===== src/rtl/truss_heartbeat_watchdog.sv =====
// Hardware end of the testbench watchdog handshake: armed and kicked by the bench,
// it raises WARN near expiry and a sticky EXPIRED/timeout until acknowledged.
module truss_heartbeat_watchdog #(
    parameter int CNT_W       = 16,
    parameter int WARN_CYCLES = 8,
    parameter int EV_W        = 8
) (
    input  logic             clk,
    input  logic             reset_n,
    input  logic             arm,
    input  logic             kick,
    input  logic             disarm,
    input  logic             ack,
    input  logic [CNT_W-1:0] timeout_value,
    output logic [1:0]       state,
    output logic [CNT_W-1:0] remaining,
    output logic             warning,
    output logic             timeout,
    output logic             timeout_pulse,
    output logic [EV_W-1:0]  expire_count
);

    typedef enum logic [1:0] {
        S_IDLE    = 2'd0,
        S_ARMED   = 2'd1,
        S_WARN    = 2'd2,
        S_EXPIRED = 2'd3
    } state_t;

    localparam logic [CNT_W-1:0] WARN_TH = CNT_W'(WARN_CYCLES);

    state_t           r_state;
    logic [CNT_W-1:0] r_remaining;
    logic [CNT_W-1:0] r_load;
    logic             r_pulse;
    logic [EV_W-1:0]  r_expire_count;

    state_t           w_nxt_state;
    logic [CNT_W-1:0] w_nxt_remaining;
    logic [CNT_W-1:0] w_nxt_load;
    logic [CNT_W-1:0] w_dec;
    logic             w_enter_expired;

    // 0 is terminal: the decrement never wraps even if reached unexpectedly.
    assign w_dec = (r_remaining == '0) ? '0 : r_remaining - CNT_W'(1);

    always_comb begin
        // NOTE: every combinational output gets a default first so no path infers a latch.
        w_nxt_state     = r_state;
        w_nxt_remaining = r_remaining;
        w_nxt_load      = r_load;
        if (disarm) begin
            w_nxt_state     = S_IDLE;
            w_nxt_remaining = '0;
        end else begin
            unique case (r_state)
                S_IDLE: begin
                    if (arm) begin
                        w_nxt_load = timeout_value;
                        if (timeout_value == '0) begin
                            w_nxt_state     = S_EXPIRED;
                            w_nxt_remaining = '0;
                        end else begin
                            w_nxt_state     = S_ARMED;
                            w_nxt_remaining = timeout_value;
                        end
                    end
                end
                S_ARMED, S_WARN: begin
                    if (kick) begin
                        w_nxt_state     = S_ARMED;
                        w_nxt_remaining = r_load;
                    end else if (arm) begin
                        w_nxt_load = timeout_value;
                        if (timeout_value == '0) begin
                            w_nxt_state     = S_EXPIRED;
                            w_nxt_remaining = '0;
                        end else begin
                            w_nxt_state     = S_ARMED;
                            w_nxt_remaining = timeout_value;
                        end
                    end else begin
                        // Expiry and warning are judged on the post-decrement value.
                        w_nxt_remaining = w_dec;
                        if (w_dec == '0)
                            w_nxt_state = S_EXPIRED;
                        else if ((WARN_CYCLES != 0) && (w_dec <= WARN_TH))
                            w_nxt_state = S_WARN;
                        else
                            w_nxt_state = S_ARMED;
                    end
                end
                S_EXPIRED: begin
                    w_nxt_remaining = '0;
                    if (ack)
                        w_nxt_state = S_IDLE;
                end
                default: begin
                    w_nxt_state     = S_IDLE;
                    w_nxt_remaining = '0;
                end
            endcase
        end
    end

    assign w_enter_expired = (w_nxt_state == S_EXPIRED) && (r_state != S_EXPIRED);

    always_ff @(posedge clk or negedge reset_n) begin
        if (!reset_n) begin
            r_state        <= S_IDLE;
            r_remaining    <= '0;
            r_load         <= '0;
            r_pulse        <= 1'b0;
            r_expire_count <= '0;
        end else begin
            // NOTE: state registers use non-blocking assignment so every flop samples pre-edge values.
            r_state     <= w_nxt_state;
            r_remaining <= w_nxt_remaining;
            r_load      <= w_nxt_load;
            r_pulse     <= w_enter_expired;
            if (w_enter_expired && (r_expire_count != '1))
                r_expire_count <= r_expire_count + EV_W'(1);
        end
    end

    assign state         = r_state;
    assign remaining     = r_remaining;
    assign warning       = (r_state == S_WARN);
    assign timeout       = (r_state == S_EXPIRED);
    assign timeout_pulse = r_pulse;
    assign expire_count  = r_expire_count;

endmodule


===== config.mk =====
export PLATFORM = sky130hd
export DESIGN_NAME = truss_heartbeat_watchdog
export DESIGN_NICKNAME = d
export VERILOG_FILES = /design/src/rtl/truss_heartbeat_watchdog.sv
export SDC_FILE = /design/constraint.sdc
export NUM_CORES = 1
export LEC_CHECK = 0
export ABC_AREA = 1
export CAP_MARGIN = 0
export CORE_MARGIN = 1.5
export CORE_UTILIZATION = 58
export CTS_CLUSTER_SIZE = 40
export DETAILED_ROUTE_END_ITERATION = 8
export PLACE_DENSITY = 0.86
export SETUP_SLACK_MARGIN = 0.5
export SLEW_MARGIN = 20
export SYNTH_ARGS = -nofsm -noshare
export SYNTH_HDL_FRONTEND = slang
export SYNTH_SLANG_ARGS = --single-unit

===== constraint.sdc =====
create_clock -name clk -period 5.3 [get_ports clk]
set_input_delay 0.795 -clock clk [delete_from_list [all_inputs] [get_ports clk]]
set_output_delay 0.795 -clock clk [all_outputs]
set_load 0.02 [all_outputs]

==> results of run 1 <==
## registers in the layout (all words and copies together), names as in the netlist
name,flops
r_load,16
remaining,16
expire_count,8
state,2
timeout_pulse,1
## cell families (layout without fill, tap and decap cells)
family          Yosys count  in the layout
compound gates           86             86
xor+xnor                  8              8
fa+ha+maj                 7              7
buf+inv                  68            112
flops                    43             43
mux                       3              3
simple gates            189            189
## through the flow
stage | utilization | instance area, um^2 | total power, mW
after floorplan | - | 2970 | 1.50
after global placement | 0.724 | 3490 | 1.85
after detailed placement | 0.724 | 3490 | 1.89
after CTS | 0.748 | 3600 | 2.16
after global routing | 0.748 | 3600 | 2.36
final | 0.748 | 3600 | 2.18
## path summary, 6_finish.rpt
path                                    to         start  slack, ns  cells past startpoint
setup reg to reg           expire_count[6]  remaining[0]       2.69                     19
hold / removal                  r_load[15]    r_load[15]       0.49                      2
min in group asynchronous        r_load[5]       reset_n       0.64                      1
max in group asynchronous  expire_count[0]       reset_n       4.05                      1
setup / recovery                 r_load[7]          kick       2.42                      4
hold reg to reg                 r_load[15]    r_load[15]       0.49                      2
## cells in the final DEF, fill, tap and decap left out, types with 2 or more instances in the layout
cell type,n
sky130_fd_sc_hd__a21oi_1,11
sky130_fd_sc_hd__a22oi_1,7
sky130_fd_sc_hd__a31oi_1,4
sky130_fd_sc_hd__clkbuf_8,6
sky130_fd_sc_hd__clkdlybuf4s50_1,49
sky130_fd_sc_hd__dfrtp_1,43
sky130_fd_sc_hd__ha_1,7
sky130_fd_sc_hd__inv_1,52
sky130_fd_sc_hd__inv_2,2
sky130_fd_sc_hd__mux2_2,3
sky130_fd_sc_hd__nand2_1,91
sky130_fd_sc_hd__nand2_2,3
sky130_fd_sc_hd__nand2_4,4
sky130_fd_sc_hd__nand3_1,40
sky130_fd_sc_hd__nand3_2,5
sky130_fd_sc_hd__nand4_1,5
sky130_fd_sc_hd__nor2_1,23
sky130_fd_sc_hd__nor2_2,7
sky130_fd_sc_hd__nor2_4,3
sky130_fd_sc_hd__nor2_8,2
sky130_fd_sc_hd__nor3_1,2
sky130_fd_sc_hd__nor4_1,2
sky130_fd_sc_hd__o211ai_1,4
sky130_fd_sc_hd__o21ai_0,39
sky130_fd_sc_hd__o221ai_1,5
sky130_fd_sc_hd__o22ai_1,12
sky130_fd_sc_hd__xor2_1,8
## cell type report
cell class	count	area (um^2)	share of cell area
Multi-Input combinational cell	293	1630	0.452
Sequential cell	43	1080	0.299
Timing Repair Buffer	50	495	0.137
Inverter	54	203	0.0562
Tap cell	67	83.8	0.0233
Clock buffer	6	82.6	0.0229
Clock inverter	2	35.0	0.00972
## report_power, final
| group | switching, mW | internal, mW |
|---|---|---|
| logic | 0.866 | 0.486 |
| clock network | 0.115 | 0.152 |
| registers | 0.116 | 0.446 |
## Yosys cell counts
library cell and n:
sky130_fd_sc_hd__nand3b_1 1, sky130_fd_sc_hd__o211ai_1 4, sky130_fd_sc_hd__a22oi_1 7, sky130_fd_sc_hd__inv_1 52
sky130_fd_sc_hd__nor4_1 2, sky130_fd_sc_hd__ha_1 7, sky130_fd_sc_hd__nor2_1 23, sky130_fd_sc_hd__clkbuf_1 13
sky130_fd_sc_hd__nand2_4 4, sky130_fd_sc_hd__nand3_1 40, sky130_fd_sc_hd__nand2_2 3, sky130_fd_sc_hd__o21ai_0 39
sky130_fd_sc_hd__nor3_1 2, sky130_fd_sc_hd__nor3b_1 1, sky130_fd_sc_hd__nor2_2 7, sky130_fd_sc_hd__inv_2 2
sky130_fd_sc_hd__nand4_1 5, sky130_fd_sc_hd__o2111ai_1 1, sky130_fd_sc_hd__a211oi_1 1, sky130_fd_sc_hd__mux2_2 3
sky130_fd_sc_hd__nor2_8 2, sky130_fd_sc_hd__a21boi_0 1, sky130_fd_sc_hd__nand2_1 91, sky130_fd_sc_hd__o22ai_1 12
sky130_fd_sc_hd__o31ai_1 1, sky130_fd_sc_hd__o221ai_1 5, sky130_fd_sc_hd__buf_6 1, sky130_fd_sc_hd__nor2_4 3
sky130_fd_sc_hd__xor2_1 8, sky130_fd_sc_hd__nand3_2 5, sky130_fd_sc_hd__a31oi_1 4, sky130_fd_sc_hd__a21oi_1 11
sky130_fd_sc_hd__dfrtp_1 43
## per-layer routing
| layer | track usage | vias up | wire [um] |
|---|---|---|---|
| met5 | 0 | - | 0 |
| met4 | 0.109 | 0 | 187 |
| met3 | 0.0556 | 20 | 593 |
| met2 | 0.487 | 145 | 3550 |
| met1 | 0.421 | 1409 | 3430 |
| li1 | - | 1437 | - |
## worst max-delay path, cell delays in order
cell	delay (ns)
sky130_fd_sc_hd__clkdlybuf4s50_1	0.71
sky130_fd_sc_hd__nand2_1	0.22
sky130_fd_sc_hd__nand4_1	0.76
sky130_fd_sc_hd__mux2_2	0.58
==> parameters.txt, run 1 <==
Parameter                              Value

Status
  Status    finished, final reports clean

Synthesis
  Top cells by area in the synthesized netlist    sky130_fd_sc_hd__dfrtp_1, sky130_fd_sc_hd__nand2_1, sky130_fd_sc_hd__nand3_1, sky130_fd_sc_hd__o21ai_0, sky130_fd_sc_hd__inv_1
  Cell accounting for the most synthesized area    sky130_fd_sc_hd__dfrtp_1
  Proportion of netlist area held by the largest area contributor    0.363
  Area share of xor/xnor cells in the synthesized design    0.0236
  Sequential fraction of the synthesis area    0.363
  Yosys reg bits    43
  Yosys Warn Count    0
  Post-synthesis adder-cell area fraction    0.0295
  Multiplexer fraction of the synthesized cell area    0.0114
  Post-Synthesis Mean Instance Area    7.34 um^2
  Post-Synthesis Net Count    between 400 and 500
  Unique masters post-synth    33
  Summed instance area of the synthesized netlist    2970 um^2
  Compound-cell area share of the yosys netlist    0.171
  Post-synthesis instance total    404
  Largest family of logic cells by synthesized area    simple AND/OR/NAND/NOR gates
  Share of synthesized cell area in and, or, nand and nor gates    0.313

Cells and area
  Antenna diode count    0
  Fill cell count    400
  Nets    476
  Area growth from synthesis to layout    21.5%
  Post-route non-filler standard cell count    515
  Layout cell share with drive strength beyond 1    0.0848

Die
  Initial cell density of the core    0.616
  I/O Pins    51
  Die height    74.5 um
  Count of standard-cell rows    25
  Die extent in x    74.5 um
  Area of the core    4820 um^2
  Die Outline Area    between 5000 and 6000 um^2

Timing
  Final worst path period need    ~2.9 ns
  Layout Skew    0.0104 ns
  Worst-Margin Slew    about 0.97 ns
  Worst-case headroom to the max-slew limit    0.352
  Part of the cycle the worst path needs    0.543
  Highest clock rate    0.348 GHz
  Max Slew Vio Count    0
  Worst setup margin    2.42 ns
  Number of hold violations in the final report    0
  RSZ-0062 raised after global routing    no
  Final setup fails    0
  Total negative setup slack    0 ns
  Hold Worst Slack    0.492 ns

GRT
  Number of global-route vias before repair    2712
  Overflow left after global routing    0
  Total global-route track usage    0.306
  Antenna violations before repair    0
  Global-route wire length before repair    12.8 mm
  Maximum number of pins on one net before global-route repair    44

Clock network
  Clock tree from TritonCTS    done
  Largest buffer count on any clock path    2
  Setup fix buffers added after clock tree synthesis    0
  # hold bufs at CTS    0
  Clock Latency Late Sink    0.31 ns
  Clock Sink Count    43
  Clock buffer count from CTS    5
  Clock tree root driver cell    sky130_fd_sc_hd__clkbuf_8
  CTS clock-pin slew for the worst setup and hold paths    approximately 0.080 ns
  Count of cells resized by post-cts repair    0
  H-tree levels    2

Detailed routing
  First-iteration detailed-routing DRC count    350
  Post-route antenna net violation count    0
  Initial DRT Pass Iterations    5
  Via count normalized by instance count    just under 6
  Wire length per cell    about 15 um
  Wire length reported by the detailed router    ~7.8 mm
  Total number of vias    approximately 3.0k
  Total DRC errors in the routed layout    0

Placed design
  PortBufs    50
  Final HPWL DP    5.93 mm
  Final GP Congestion    0.950
  Placement Setup Slack    ~2.1 ns
  Cell count after placement    about 510

Critical path
  Data arrival, critical path    about 3 ns
  Critical Path Start Type    input port
  Capturing element type of the critical path    register
  Highest fanout seen on the critical path    29
  Worst EP required    around 5.5 ns
  Setup Crit Path Kind    in -> reg

Power and ir drop
  Lkg Pwr    1.73 nW
  Peak supply drop    0.363 mV
  Pwr dens    just over 600 nW/um^2

Flow run
  Max cap viols    0

Hold path
  HP Class    reg -> reg
Note: power is estimated with default switching activity, not from simulation.
==> inputs of run 2 (changes only) <==
--- a/config.mk
+++ b/config.mk
@@ -8,10 +8,10 @@
 export ABC_AREA = 1
 export CAP_MARGIN = 0
 export CORE_MARGIN = 1.5
-export CORE_UTILIZATION = 58
+export CORE_UTILIZATION = 48
 export CTS_CLUSTER_SIZE = 40
 export DETAILED_ROUTE_END_ITERATION = 8
-export PLACE_DENSITY = 0.86
+export PLACE_DENSITY = 0.76
 export SETUP_SLACK_MARGIN = 0.5
 export SLEW_MARGIN = 20
 export SYNTH_ARGS = -nofsm -noshare
==> constraint.sdc (replaced) <==
create_clock -name clk -period 2.4 [get_ports clk]
set_input_delay 0.36 -clock clk [delete_from_list [all_inputs] [get_ports clk]]
set_output_delay 0.36 -clock clk [all_outputs]
set_load 0.02 [all_outputs]
==> run 2 against run 1 <==
  * First-iteration DRC count fell by 21%
  * Clock power rose to 2.6 times the previous value
  * Critical endpoint is now expire_count[6]
  * Clock skew fell by 0.0010 ns
==> parameters.txt, run 2 (synthesis results as in run 1) <==
Parameter                              Value

Power and ir drop
  Lkg Pwr    1.95 nW
  Total Power    5.78 mW
  Peak supply drop    0.810 mV
  Pwr dens    approximately 1400 nW/um^2

GRT
  Global-route wire length before repair    13.9 mm
  Total global-route track usage    0.274
  Antenna violations before repair    0
  Overflow left after global routing    0
  Number of global-route vias before repair    approximately 2.8k
  Maximum number of pins on one net before global-route repair    44

Detailed routing
  First-iteration detailed-routing DRC count    276
  Wire length per cell    16.2 um
  Post-route antenna net violation count    0
  Wire length reported by the detailed router    9.01 mm
  Total number of vias    3169
  Initial DRT Pass Iterations    5
  Total DRC errors in the routed layout    0
  Via count normalized by instance count    roughly 5.7

Critical path
  Data arrival, critical path    2.55 ns
  Reg2Reg Setup Slack    0.04 ns
  Critical Path Start Type    register
  Worst EP required    approximately 2.6 ns
  Setup Crit Path Kind    reg -> reg
  Capturing element type of the critical path    register
  Highest fanout seen on the critical path    8

Placed design
  Final HPWL DP    between 6 and 7 mm
  Placement Setup Slack    0.0342 ns
  Cell count after placement    around 530
  PortBufs    50
  Final GP Congestion    0.937

Timing
  Worst-Margin Slew    between 0.5 and 0.6 ns
  Final setup fails    0
  Worst-case headroom to the max-slew limit    0.620
  Layout Skew    0.00932 ns
  Part of the cycle the worst path needs    0.983
  Final worst path period need    around 2.4 ns
  Total negative setup slack    0 ns
  Worst setup margin    0.0414 ns
  RSZ-0062 raised after global routing    yes
  Highest clock rate    0.424 GHz
  Hold Worst Slack    0.125 ns
  Number of hold violations in the final report    0
  Max Slew Vio Count    0

Clock network
  Clock tree root driver cell    sky130_fd_sc_hd__clkbuf_8
  Clock Latency Late Sink    0.31 ns
  CTS clock-pin slew for the worst setup and hold paths    0.09 ns
  Clock buffer count from CTS    5
  # hold bufs at CTS    0
  Clock tree from TritonCTS    done
  Largest buffer count on any clock path    2
  H-tree levels    2
  Clock Sink Count    43

Die
  Area of the core    5960 um^2
  Die height    around 80 um
  Count of standard-cell rows    28
  Die extent in x    between 80 and 90 um
  I/O Pins    51
  Initial cell density of the core    0.498
  Die Outline Area    approximately 6700 um^2

Cells and area
  Multi-input gate area    around 1800 um^2
  Fill cell count    517
  Layout cell share with drive strength beyond 1    0.225
  Post-route non-filler standard cell count    555
  Antenna diode count    0
  Area growth from synthesis to layout    38.6%
  Commonest non-fill, non-tap cell in the layout    sky130_fd_sc_hd__nand2_1
  Most frequent cells in the layout    sky130_fd_sc_hd__nand2_1, sky130_fd_sc_hd__inv_1, sky130_fd_sc_hd__clkdlybuf4s50_1, sky130_fd_sc_hd__dfrtp_1, sky130_fd_sc_hd__o21ai_0
  Nets    508
  Area used by sequential logic in the layout    1080 um^2

Flow run
  Max cap viols    0

Status
  Status    finished, final reports clean

Hold path
  HP Class    in -> async
## run 2: cell count changes in the layout (fill, tap and decap cells not counted), sizes merged, moves of 2 or more
cell / delta
inv: -2
dlygate4sd2: +2
buf: +30
clkdlybuf4s50: -3
clkinvlp: +2
## run 2: path summary, 6_finish.rpt
check,startpoint,endpoint,cells after the start
setup / recovery,remaining[1],expire_count[6],19
hold / removal,reset_n,remaining[10],2
setup reg to reg,remaining[1],expire_count[6],19
hold reg to reg,r_load[14],r_load[14],2
max in group asynchronous,reset_n,remaining[5],2
min in group clk,r_load[14],r_load[14],2
## run 2: critical path, cell delays in order (launching register included)
cell                      delay (ns)
sky130_fd_sc_hd__dfrtp_2        0.44
sky130_fd_sc_hd__inv_4          0.08
sky130_fd_sc_hd__ha_4           0.16
sky130_fd_sc_hd__nand3_4        0.08
sky130_fd_sc_hd__nor2_4         0.15
sky130_fd_sc_hd__nand2_4        0.15
sky130_fd_sc_hd__nand3_1        0.16
sky130_fd_sc_hd__nand2_1        0.09
sky130_fd_sc_hd__inv_1          0.06
sky130_fd_sc_hd__nand2_1        0.06
sky130_fd_sc_hd__nor2_2         0.13
sky130_fd_sc_hd__nand2_1        0.07
sky130_fd_sc_hd__nand2_1        0.06
sky130_fd_sc_hd__nand2_1        0.06
sky130_fd_sc_hd__nand2_2        0.09
sky130_fd_sc_hd__nand2_4        0.09
sky130_fd_sc_hd__nor2_8         0.12
sky130_fd_sc_hd__nand2_4        0.09
sky130_fd_sc_hd__nand2_1        0.07
sky130_fd_sc_hd__nand2_1        0.05
## run 2: layout make-up
type	instances	share of cell area
clock buffers	5	0.0167
multi-input cells	295	0.447
inverters	54	0.0520
well taps	75	0.0228
clock inverters	3	0.0164
flip-flops and latches	43	0.264
repair buffers	80	0.181
## run 2: power breakdown
group          internal [mW]  switching (mW)
registers              0.990           0.258
clock network          0.415           0.275
logic                   1.53            2.31
total                   2.94            2.84
## run 2: timing repair
item,4_1_cts,5_1_grt
gates resized for setup,16,37
endpoints found under the setup margin,19,25
pin swaps,6,10
setup buffers,2,12
gates cloned,2,0
## run 2: per-layer routing
layer  share of wire  vias up  wire (um)  track usage
li1                -     1506          -            -
met1            0.44     1497       3930        0.375
met2            0.48      147       4320        0.440
met3           0.062       19        560       0.0456
met4           0.022        0        201       0.0881
met5               0        -          0            0
## run 2: metrics by stage
step / util / area (um^2)
2_1_floorplan: - / 3010
4_1_cts: 0.651 / 3880
3_5_place_dp: 0.613 / 3650
5_1_grt: 0.690 / 4110
6_report: 0.690 / 4110
3_3_place_gp: 0.613 / 3650
==> inputs of run 3 (changes only) <==
--- a/config.mk
+++ b/config.mk
@@ -11,6 +11,7 @@
 export CORE_UTILIZATION = 48
 export CTS_CLUSTER_SIZE = 40
 export DETAILED_ROUTE_END_ITERATION = 8
+export GPL_TIMING_DRIVEN = 0
 export PLACE_DENSITY = 0.76
 export SETUP_SLACK_MARGIN = 0.5
 export SLEW_MARGIN = 20
==> run 3 against run 2 <==
  * Sequential cell count did not move
  * Sequential share of layout area fell by 0.34 points
  * Worst setup slack improved by 0.0077 ns
  * Clock skew rose by 0.0063 ns
  * Count of clock-buffer cells in the layout did not move
  * Maximum frequency rose by 0.33%
  * Largest power group unchanged
==> parameters.txt, run 3 (synthesis results as in run 1) <==
Parameter                              Value

Status
  Status    finished, final reports clean

Hold path
  HP Class    in -> async

Critical path
  CP max-delay cell    sky130_fd_sc_hd__dfrtp_1
  Capturing element type of the critical path    register
  Worst path most repeated cell    sky130_fd_sc_hd__nand2_1
  Data arrival, critical path    2.55 ns
  Highest fanout seen on the critical path    8
  Length in cells of the worst reg-to-reg path    19
  Crit-path max cell delay    0.46 ns
  Crit path cell chain    nor2_2, nand2_2, nor2_8, nand2_4, buf_12, nand3_4, nand2_2, inv_2, nand2_1, nor2_2, nand2_1, nand2_1, nand2_1, nand2_2, nand2_4, nor2_8, nand2_4, nand2_1, nand2_1
  Setup Crit Path Kind    reg -> reg
  Critical Path Start Type    register
  Worst EP required    about 2.6 ns

Detailed routing
  Wire length reported by the detailed router    9.28 mm
  Via count normalized by instance count    ~5.9
  Total number of vias    3259
  Wire length per cell    16.7 um
  Post-route antenna net violation count    0
  Initial DRT Pass Iterations    5
  First-iteration detailed-routing DRC count    234
  Total DRC errors in the routed layout    0

Power and ir drop
  Internal Pwr Total    3.01 mW
  Share of power burned in combinational logic    0.667
  Pwr dens    1420 nW/um^2
  Total Power    between 5 and 6 mW
  Clock power share    0.117
  Lkg Pwr    1.96 nW
  Peak supply drop    0.807 mV
  Sequential group share of total power    0.216
  Switching share of total power    0.491
  Sw Pwr    2.90 mW

Cells and area
  Area growth from synthesis to layout    40.9%
  Most frequent cells in the layout    sky130_fd_sc_hd__nand2_1, sky130_fd_sc_hd__inv_1, sky130_fd_sc_hd__clkdlybuf4s50_1, sky130_fd_sc_hd__dfrtp_1, sky130_fd_sc_hd__o21ai_0
  Antenna diode count    0
  Post-route non-filler standard cell count    557
  Layout cell share with drive strength beyond 1    0.247
  Nets    510
  Commonest non-fill, non-tap cell in the layout    sky130_fd_sc_hd__nand2_1

Timing
  Final worst path period need    2.35 ns
  Worst-case headroom to the max-slew limit    0.650
  Layout Skew    0.0157 ns
  Final setup fails    0
  Hold Worst Slack    0.495 ns
  Max Slew Vio Count    0
  Highest clock rate    around 0.43 GHz
  Number of hold violations in the final report    0
  RSZ-0062 raised after global routing    yes
  Part of the cycle the worst path needs    0.980
  Worst-Margin Slew    0.526 ns

Clock network
  Clock Sink Count    43
  Largest buffer count on any clock path    2
  Clock tree root driver cell    sky130_fd_sc_hd__clkbuf_8
  Clock Latency Late Sink    0.31 ns
  H-tree levels    2
  Clock tree from TritonCTS    done
  Clock buffer count from CTS    5
  CTS clock-pin slew for the worst setup and hold paths    roughly 0.1 ns

Die
  Initial cell density of the core    0.498
  Die height    81.6 um
  Area of the core    5960 um^2
  Count of standard-cell rows    28
  Die Outline Area    approximately 6700 um^2
  Die extent in x    81.6 um
  I/O Pins    51

Placed design
  Final GP Congestion    0.903
  Final HPWL DP    around 6.3 mm
  PortBufs    slightly below 50
  Cell count after placement    529

GRT
  Global-route wire length before repair    14.0 mm
  Maximum number of pins on one net before global-route repair    29
  Antenna violations before repair    0
  Total global-route track usage    0.274
  Number of global-route vias before repair    2903
  Overflow left after global routing    0

Flow run
  Max cap viols    0
## run 3: what timing repair did
action	in CTS	in global routing
buffers inserted	6	13
cloned	0	0
hold endpoints to repair	15	0
endpoints found under the setup margin	42	38
pin swaps	2	20
hold buffers	1	0
resized for setup	24	65
## run 3: layout make-up
| type | instances | area [um^2] |
|---|---|---|
| flip-flops and latches | 43 | 1090 |
| well taps | 75 | 93.8 |
| plain buffers | 14 | 88.8 |
| fillers | 490 | 1780 |
| multi-input cells | 293 | 1890 |
| clock buffers | 5 | 68.8 |
| clock inverters | 3 | 67.6 |
| inverters | 54 | 208 |
| repair buffers | 70 | 674 |
## run 3: worst paths after layout
path	slack, ns	startpoint	endpoint
worst max-delay path	0.05	remaining[8]	expire_count[7]
worst min-delay path	0.50	reset_n	remaining[14]
worst max register to register	0.05	remaining[8]	expire_count[7]
worst min register to register	0.50	r_load[14]	r_load[14]
max in group asynchronous	1.40	reset_n	r_load[2]
min in group clk	0.50	r_load[14]	r_load[14]
## run 3: critical path, delay by kind of cell (launching register included)
kind / cells / cell delay [ns]
AND/OR/NAND/NOR: 17 / 1.56
buffers and inverters: 2 / 0.21
flip-flops: 1 / 0.46
## run 3: power groups by stage
| stage | registers [mW] | clock network (mW) | logic (mW) |
|---|---|---|---|
| after global routing | 1.31 | 0.723 | 4.29 |
| after CTS | 1.26 | 0.690 | 3.22 |
| after floorplan | 1.37 | 0 | 2.01 |
| after detailed placement | 1.26 | 0 | 3.03 |
| final | 1.28 | 0.692 | 3.95 |
| after global placement | 1.25 | 0 | 2.98 |
## run 3: per-layer routing
metal  vias to the layer above  routed length, um  GRT usage
li1                       1511                  -          -
met1                      1519               3850      0.365
met2                       188               4480      0.455
met3                        41                669     0.0500
met4                         0                273     0.0814
met5                         -                  0          0
## run 3: through the flow
step           TNS (ns)  utilization  setup WS, ns  instance area, um^2
5_1_grt          -0.896        0.702        -0.128                 4180
6_report              0        0.702        0.0491                 4180
2_1_floorplan         0            -         0.289                 3010
3_5_place_dp     -0.149        0.605       -0.0257                 3600
4_1_cts               0        0.649        0.0984                 3870
3_3_place_gp      -9.90        0.603        -0.365                 3590
